**config.mk**
```make
export PLATFORM = sky130hd
export DESIGN_NAME = mmio_uart_tx
export DESIGN_NICKNAME = d
export VERILOG_FILES = /design/src/rtl/mmio_uart_tx.sv
export SDC_FILE = /design/constraint.sdc
export NUM_CORES = 1
export LEC_CHECK = 0
export ABC_CLOCK_PERIOD_IN_PS = 3500
export CAP_MARGIN = 20
export CORE_MARGIN = 3
export CORE_UTILIZATION = 45
export DETAILED_ROUTE_END_ITERATION = 8
export GPL_TIMING_DRIVEN = 0
export PLACE_DENSITY = 0.82
export RECOVER_POWER = 25
export SLEW_MARGIN = 20
export SYNTH_ARGS = -nofsm -noshare
export SYNTH_HDL_FRONTEND = slang
export SYNTH_SLANG_ARGS = --single-unit
export TNS_END_PERCENT = 20
```
**constraint.sdc**
```tcl
create_clock -name clock -period 3.5 [get_ports clock]
set_input_delay 0.35 -clock clock [delete_from_list [all_inputs] [get_ports clock]]
set_output_delay 0.35 -clock clock [all_outputs]
set_load 0.05 [all_outputs]
```
**src/rtl/mmio_uart_tx.sv**
```systemverilog
// Memory-mapped 8N1 UART transmitter snooping the dmem port.
// Stores to TX_ADDR feed a byte FIFO; loads from STAT_ADDR return status.
module mmio_uart_tx #(
    parameter int          CLK_DIV    = 4,
    parameter int          FIFO_DEPTH = 8,
    parameter logic [11:0] TX_ADDR    = 12'hFF0,
    parameter logic [11:0] STAT_ADDR  = 12'hFF1
) (
    input  logic        clock,
    input  logic        reset,
    input  logic [11:0] address_dmem,
    input  logic [31:0] data,
    input  logic        wren,
    output logic [31:0] q_mmio,
    output logic        mmio_hit,
    output logic        uart_tx,
    output logic        tx_busy
);

    localparam int PTR_W  = $clog2(FIFO_DEPTH);
    localparam int CNT_W  = PTR_W + 1;
    localparam int BAUD_W = $clog2(CLK_DIV);

    localparam logic [BAUD_W-1:0] BAUD_LAST = BAUD_W'(CLK_DIV - 1);
    localparam logic [BAUD_W-1:0] BAUD_ONE  = BAUD_W'(1);
    localparam logic [CNT_W-1:0]  DEPTH_C   = CNT_W'(FIFO_DEPTH);
    localparam logic [CNT_W-1:0]  CNT_ONE   = CNT_W'(1);
    localparam logic [PTR_W-1:0]  PTR_ONE   = PTR_W'(1);

    typedef enum logic [1:0] {
        IDLE,
        START,
        DATA,
        STOP
    } state_e;

    state_e             state_q,    state_d;
    logic [PTR_W-1:0]   head_q,     head_d;
    logic [PTR_W-1:0]   tail_q,     tail_d;
    logic [CNT_W-1:0]   count_q,    count_d;
    logic               overflow_q, overflow_d;
    logic [7:0]         shift_q,    shift_d;
    logic [BAUD_W-1:0]  baud_cnt_q, baud_cnt_d;
    logic [2:0]         bit_idx_q,  bit_idx_d;
    logic               uart_tx_q,  uart_tx_d;
    logic [31:0]        q_mmio_q,   q_mmio_d;
    logic               mmio_hit_q, mmio_hit_d;

    logic [7:0] mem_q [FIFO_DEPTH];

    logic        push_req;
    logic        push_ok;
    logic        pop;
    logic        stat_wr;
    logic        fifo_full;
    logic        fifo_nempty;
    logic        bit_end;
    logic        busy;
    logic [7:0]  cnt8;
    logic [31:0] status_word;
    logic        unused_data;

    assign push_req    = wren && (address_dmem == TX_ADDR);
    assign stat_wr     = wren && (address_dmem == STAT_ADDR);
    assign fifo_full   = (count_q == DEPTH_C);
    assign fifo_nempty = (count_q != '0);
    assign bit_end     = (baud_cnt_q == BAUD_LAST);
    assign busy        = fifo_nempty || (state_q != IDLE);
    assign cnt8        = 8'(count_q);
    assign status_word = {21'b0, cnt8, overflow_q, fifo_full, busy};
    assign unused_data = |data[31:8];

    always_comb begin
        state_d    = state_q;
        head_d     = head_q;
        tail_d     = tail_q;
        count_d    = count_q;
        overflow_d = overflow_q;
        shift_d    = shift_q;
        baud_cnt_d = baud_cnt_q;
        bit_idx_d  = bit_idx_q;
        uart_tx_d  = uart_tx_q;
        pop        = 1'b0;

        unique case (state_q)
            IDLE: begin
                uart_tx_d = 1'b1;
                if (fifo_nempty) begin
                    pop        = 1'b1;
                    state_d    = START;
                    baud_cnt_d = '0;
                    uart_tx_d  = 1'b0;
                end
            end
            START: begin
                if (bit_end) begin
                    state_d    = DATA;
                    baud_cnt_d = '0;
                    bit_idx_d  = 3'd0;
                    uart_tx_d  = shift_q[0];
                end else begin
                    baud_cnt_d = baud_cnt_q + BAUD_ONE;
                end
            end
            DATA: begin
                if (bit_end) begin
                    baud_cnt_d = '0;
                    if (bit_idx_q == 3'd7) begin
                        state_d   = STOP;
                        uart_tx_d = 1'b1;
                    end else begin
                        bit_idx_d = bit_idx_q + 3'd1;
                        uart_tx_d = shift_q[bit_idx_q + 3'd1];
                    end
                end else begin
                    baud_cnt_d = baud_cnt_q + BAUD_ONE;
                end
            end
            STOP: begin
                if (bit_end) begin
                    baud_cnt_d = '0;
                    // Back-to-back frames: go straight to START, no idle gap
                    if (fifo_nempty) begin
                        pop       = 1'b1;
                        state_d   = START;
                        uart_tx_d = 1'b0;
                    end else begin
                        state_d   = IDLE;
                        uart_tx_d = 1'b1;
                    end
                end else begin
                    baud_cnt_d = baud_cnt_q + BAUD_ONE;
                end
            end
            default: begin
                state_d   = IDLE;
                uart_tx_d = 1'b1;
            end
        endcase

        if (pop) begin
            shift_d = mem_q[head_q];
            head_d  = head_q + PTR_ONE;
        end

        push_ok = push_req && (!fifo_full || pop);
        if (push_ok) begin
            tail_d = tail_q + PTR_ONE;
        end

        if (push_ok && !pop) begin
            count_d = count_q + CNT_ONE;
        end else if (!push_ok && pop) begin
            count_d = count_q - CNT_ONE;
        end

        // Clear first so a same-cycle overflow wins
        if (stat_wr && data[2]) begin
            overflow_d = 1'b0;
        end
        if (push_req && !push_ok) begin
            overflow_d = 1'b1;
        end

        q_mmio_d   = (address_dmem == STAT_ADDR) ? status_word : 32'd0;
        mmio_hit_d = (address_dmem == STAT_ADDR) ||
                     (address_dmem == TX_ADDR);
    end

    always_ff @(posedge clock or negedge reset) begin
        if (!reset) begin
            state_q    <= IDLE;
            head_q     <= '0;
            tail_q     <= '0;
            count_q    <= '0;
            overflow_q <= 1'b0;
            shift_q    <= '0;
            baud_cnt_q <= '0;
            bit_idx_q  <= '0;
            uart_tx_q  <= 1'b1;
            q_mmio_q   <= '0;
            mmio_hit_q <= 1'b0;
        end else begin
            state_q    <= state_d;
            head_q     <= head_d;
            tail_q     <= tail_d;
            count_q    <= count_d;
            overflow_q <= overflow_d;
            shift_q    <= shift_d;
            baud_cnt_q <= baud_cnt_d;
            bit_idx_q  <= bit_idx_d;
            uart_tx_q  <= uart_tx_d;
            q_mmio_q   <= q_mmio_d;
            mmio_hit_q <= mmio_hit_d;
        end
    end

    always_ff @(posedge clock) begin
        if (push_ok) begin
            mem_q[tail_q] <= data[7:0];
        end
    end

    assign q_mmio   = q_mmio_q;
    assign mmio_hit = mmio_hit_q;
    assign uart_tx  = uart_tx_q;
    assign tx_busy  = busy;

endmodule

```
# Word-level counts from Yosys, hierarchy flattened
# Memory sizes are Yosys's and may differ from the RTL's. A register that Yosys moved wholly into a read port is not among the register bits.
# Index checks and enable logic that the tools add are counted.
# classes
n_eq_ne	14
order_cmp	1
n_mux	32
reduce_logical	24
add_sub_neg	6
# op_table
operator	n
== test 12 bit (second input constant)	2
2-to-1 mux 2 bit	7
2-to-1 mux 1 bit	13
!= test 2 bit (second input constant)	6
adder 3 x 1 -> 3 bit (second input constant)	3
2-to-1 mux 3 bit	3
2-to-1 mux 4 bit	2
case mux 2 bit (4 select lines)	1
nonzero test 2 bit	4
logical AND 1 bit	7
2-to-1 mux 7 bit	1
== test 2 bit (second input constant)	3
case mux 3 bit (2 select lines)	1
AND reduction 5 bit	1
adder 4 x 1 -> 4 bit (second input constant)	1
== test 4 bit (second input constant)	1
zero test 1 bit	4
less-than comparator 3 x 4 -> 1 bit (second input constant)	1
case mux 1 bit (4 select lines)	1
case mux 2 bit (2 select lines)	1
AND reduction 4 bit	1
nonzero test 4 bit	1
subtractor 4 x 1 -> 4 bit (second input constant)	1
binary-select mux 1 bit (select 3 bit)	1
8 further kinds	10
# word_totals
out_inout_bits	35
reg_bits	27
mem_count	1
mem_bits_rw	64
input_bits	47
elab_cells	88
# memory_table
name	depth	width	rd	rd_clocked_by_memory_dff	write_ports	line_no	source
mem_q	8	8	1	1	1	49	logic [7:0] mem_q [FIFO_DEPTH];

# Depth between registers and ports, before layout
# logic_depth
ltp_word	10
mapped_depth	14
mapped_depth_nobuf	13

# Worst setup path after synthesis
# No wires, ideal clock.
# synth_timing
path_kind	input to register
start	input address_dmem[1]
end	register count_q[3]
cell_stages	12
setup_time_ns	0.080
t_arrival_ns	2.718
t_required_ns	3.420
setup_slack_ns	0.702
n_path_buf	1
cell_sequence	or4b_4 nor4_4 nand4_2 buf_6 inv_1 ha_1 inv_1 ha_1 a21o_1 a21oi_1 mux2i_1 xnor2_1
# synth_via
elab_chain_cells	6
word_cells_on_any_way	8
cone_classes	eq/ne: 1; mux: 1; reduce/logical: 6
# synth_rtl
item	line_no	source
start, declared	11	input logic [11:0] address_dmem,
== test 12 bit (*)	63	assign push_req = wren && (address_dmem == TX_ADDR);
logical AND 1 bit (*)	63	
logical AND 1 bit (*)	146	push_ok = push_req && (!fifo_full || pop);
named net push_ok	52	logic push_ok;
zero test 1 bit	153	end else if (!push_ok && pop) begin
logical AND 1 bit	153	
nonzero test 2 bit (no line)	-	
end signal, assigned	187	count_q <= count_d;
end, declared	40	logic [CNT_W-1:0] count_q, count_d;
# Mark *: on every way through the listed nets, which the timed path passes. The rest lies on a longest branch.
# A chain may end at the register's enable or synchronous reset.

# Worst setup path after layout
# Ends and elaborated chain as after synthesis.

==> results.yml <==
run_status:
  outcome: "finished, violations left"
  violations: "max-capacitance violations, max-slew violations"
cts:
  postCtsSetupRepairBufs: 0
  cts_tree: "yes"
  clkTransAtPathRegs_ns: 0.10
  cts_resized: 0
  clk_path_buf_depth: 2
  cts-root-buf: "clkbuf_8"
  cts.htree.levels: 3
  cts.sinks: 99
  postCtsHoldBufs: 1
  cts_made_buffers: 9
  clk_latency_ns: 0.36
die:
  initial_core_util: 0.472
  die_y_um: 105
  num_rows: 35
  core-area_um2: 9420
  die_area_um2: 11100
  ios: 82
  fp.dieW_um: 105
sta:
  tns_ns: 0
  rsz0062_at_grt: "no"
  timing.final.crit_share: 0.896
  clock_skew_ns: 0.0159
  min_period_ns: 3.14
  hold_ws_ns: 0.289
  setup_ws_ns: 0.365
  worstMarginPinSlew_ns: 1.78
  finalHoldViolations: 0
  clock.fmax_mhz: 319
  setup_viol: 0
  slew_violations: 35
  max_slew_margin: -0.183
worst_setup_path:
  critPathMaxFanout: 10
  r2r_cells: 13
  cp_slowest_cell: "or4b_4"
  crit_path_end_kind: "register"
  reg2reg_to: "count_q[3]"
  ff2ff_setup_slack_ns: 0.38
  arrival_ns: 3.42
  path_class: "input pin to register"
  r2r_start: "baud_cnt_q[0]"
  crit_path_cell_trace: "clkdlybuf4s50_1 > or4b_4 > nor4_4 > nand4_2 > buf_6 > inv_1 > ha_1 > inv_1 > ha_1 > a21o_1 > a21oi_1 > mux2i_1 > xnor2_1"
  cp.required_ns: 3.78
  cp-start-kind: "input pin"
  max_stage_delay_ns: 0.56
pwr:
  sw_frac_of_total: 0.247
  seq_power_share: 0.597
  power_density_nw_per_um2: 396
  p_leak_uw: 0.00198
  p_sw_uw: 517
  pwr-share-clk: 0.341
  p_comb_frac: 0.062
  max-vdd-ir-drop_v: 0.000372
  p_int_uw: 1570
drt:
  vias_per_cell: 4.97
  finalWirelength_um: 7520
  drc: 0
  drt_pass1_iterations: 4
  routedWlPerCell_um: 15.3
  vias: 2448
  drt_iter0_drc: 113
  ant_nets: 0
logic_synthesis:
  yosysWarnings: 0
  yosysMostFrequentCell: "edfxtp_1"
  synth_cells: 288
  ys_seq_elements: 99
  ys_top_cells_by_area: "edfxtp_1 (43%), dfrtp_1 (19%), mux4_2 (9.1%)"
  ys_seq_area_frac: 0.630
  synth_cell_types: 47
  netlist_top_cells_count: "edfxtp_1 (64), dfrtp_1 (34), buf_4 (25)"
  synth_ff_type: "edfxtp_1"
  synth_edf_count: 64
  synth_top_area_frac: 0.432
  syn_area_um2: 4450
  syn_area_per_cell_um2: 15.4
  synthArstFlopShare: 0.354
  yosysTopAreaCell: "edfxtp_1"
grt:
  antenna_found_initial: 0
  grt-ovfl-total: 0
  grt_pass1_vias: 2433
  grt_first_pass_wirelength_um: 12300
  grt-busiest-layer: "met2"
  met1_usage: 0.179
  grt_use_met3: 0.0276
  grt_start_max_net_pins: 35
  met2_usage: 0.245
  grt.total_usage: 0.141
placed_design:
  place_ws_ns: -0.0141
  hpwl_um: 5390
  place_congestion: 0.740
  io_buffers: 32
cells_and_area:
  nFillCells: 746
  drive_gt1_frac: 0.236
  fin_nets: 420
  n_antenna_cell: 0
  syn_to_final_growth_pct: 18.7
hold_path:
  hold_path.class: "input pin to asynchronous set/reset pin"
job:
  max_cap_viol_count: 1
[worst max-delay path: cells and delay by family]
family	cells	cell delay, ns
AND/OR/NAND/NOR	3	1.11
buffers and inverters	4	0.75
XOR/XNOR	1	0.14
AO/OA/AOI/OAI	2	0.35
multiplexers	1	0.28
adder cells (fa/ha/maj)	2	0.43
[routing by layer]
layer	wire, um	share of wire	vias up
met5	0	0	-
li1	-	-	1186
met4	119	0.016	0
met3	329	0.044	8
met1	3280	0.44	1194
met2	3790	0.50	60
[cell type report]
cell class,count,area (um2),area share
plain buffers,34,231,0.0438
clock buffers,9,124,0.0235
clock inverters,7,73.8,0.0140
inverters,11,41.3,0.00782
multi-input cells,168,1510,0.285
flip-flops and latches,99,2800,0.530
well taps,129,161,0.0306
repair buffers,36,343,0.0649
[metrics by stage]
stage / power, uW / std cells / util / area, um2
floorplan: 1360 / 312 / - / 4540
finish: 2090 / 493 / 0.561 / 5280
CTS: 2110 / 493 / 0.562 / 5290
detailed placement: 1400 / 476 / 0.540 / 5080
global route: 2160 / 493 / 0.561 / 5280
global placement: 1400 / 473 / 0.533 / 5020
[power by group through the flow]
stage,clock (uW),sequential (uW),combinational (uW)
global route,775,1250,138
finish,713,1250,130
detailed placement,0,1270,132
global placement,0,1270,127
CTS,731,1250,133
floorplan,0,1270,85.5
[sequential cells by signal, summed over array words and instances (netlist names)]
register	flops
baud_cnt_q	2
mmio_hit	1
head_q	3
overflow_q	1
shift_q	8
count_q	4
mem_q	64
uart_tx	1
state_q	2
tail_q	3
q_mmio	7
bit_idx_q	3
[worst max path at each step]
stage                               start           to  cells past startpoint
final                     address_dmem[1]   count_q[3]                     13
after global routing        baud_cnt_q[0]   count_q[3]                     13
after CTS                 address_dmem[1]   count_q[3]                     13
after detailed placement  address_dmem[1]   count_q[3]                     13
after global placement    address_dmem[1]  mem_q[0][5]                      6
after floorplan           address_dmem[1]   count_q[3]                     12
[cell usage in the layout (no fill, tap or decap), types with 2 or more instances in the layout]
cell type,synthesis,layout
inv_6,0,3
nor4b_4,1,2
a21oi_1,10,10
dfrtp_1,34,34
nor3_1,7,3
xnor2_1,6,6
nor2_1,14,14
nand2_1,11,11
dlygate4sd3_1,0,5
a211oi_1,2,2
clkbuf_1,4,6
conb_1,1,25
edfxtp_1,64,64
nor3_2,0,4
o211ai_1,3,3
nor2b_1,3,3
and3_2,4,4
mux4_2,18,18
inv_1,11,11
buf_2,2,2
clkbuf_8,0,9
nor4_1,5,3
nand4_1,3,3
mux2_2,5,5
a21o_1,2,2
buf_4,25,27
inv_8,0,2
clkdlybuf4s50_1,0,27
nor4_2,0,2
ha_1,13,13
buf_1,2,2
mux2i_1,9,9
a22o_1,5,5
o21ai_0,4,4
[logic make-up after synthesis]
kind of cell	count (synthesis)	share of synthesized area
other cells	1	0.000844
flops	99	0.630
mux	32	0.124
simple gates	58	0.0805
compound gates	32	0.0487
fa+ha+maj	14	0.0411
xor+xnor	7	0.0138
buf+inv	45	0.0614
Note: power is estimated with default switching activity, not from simulation.
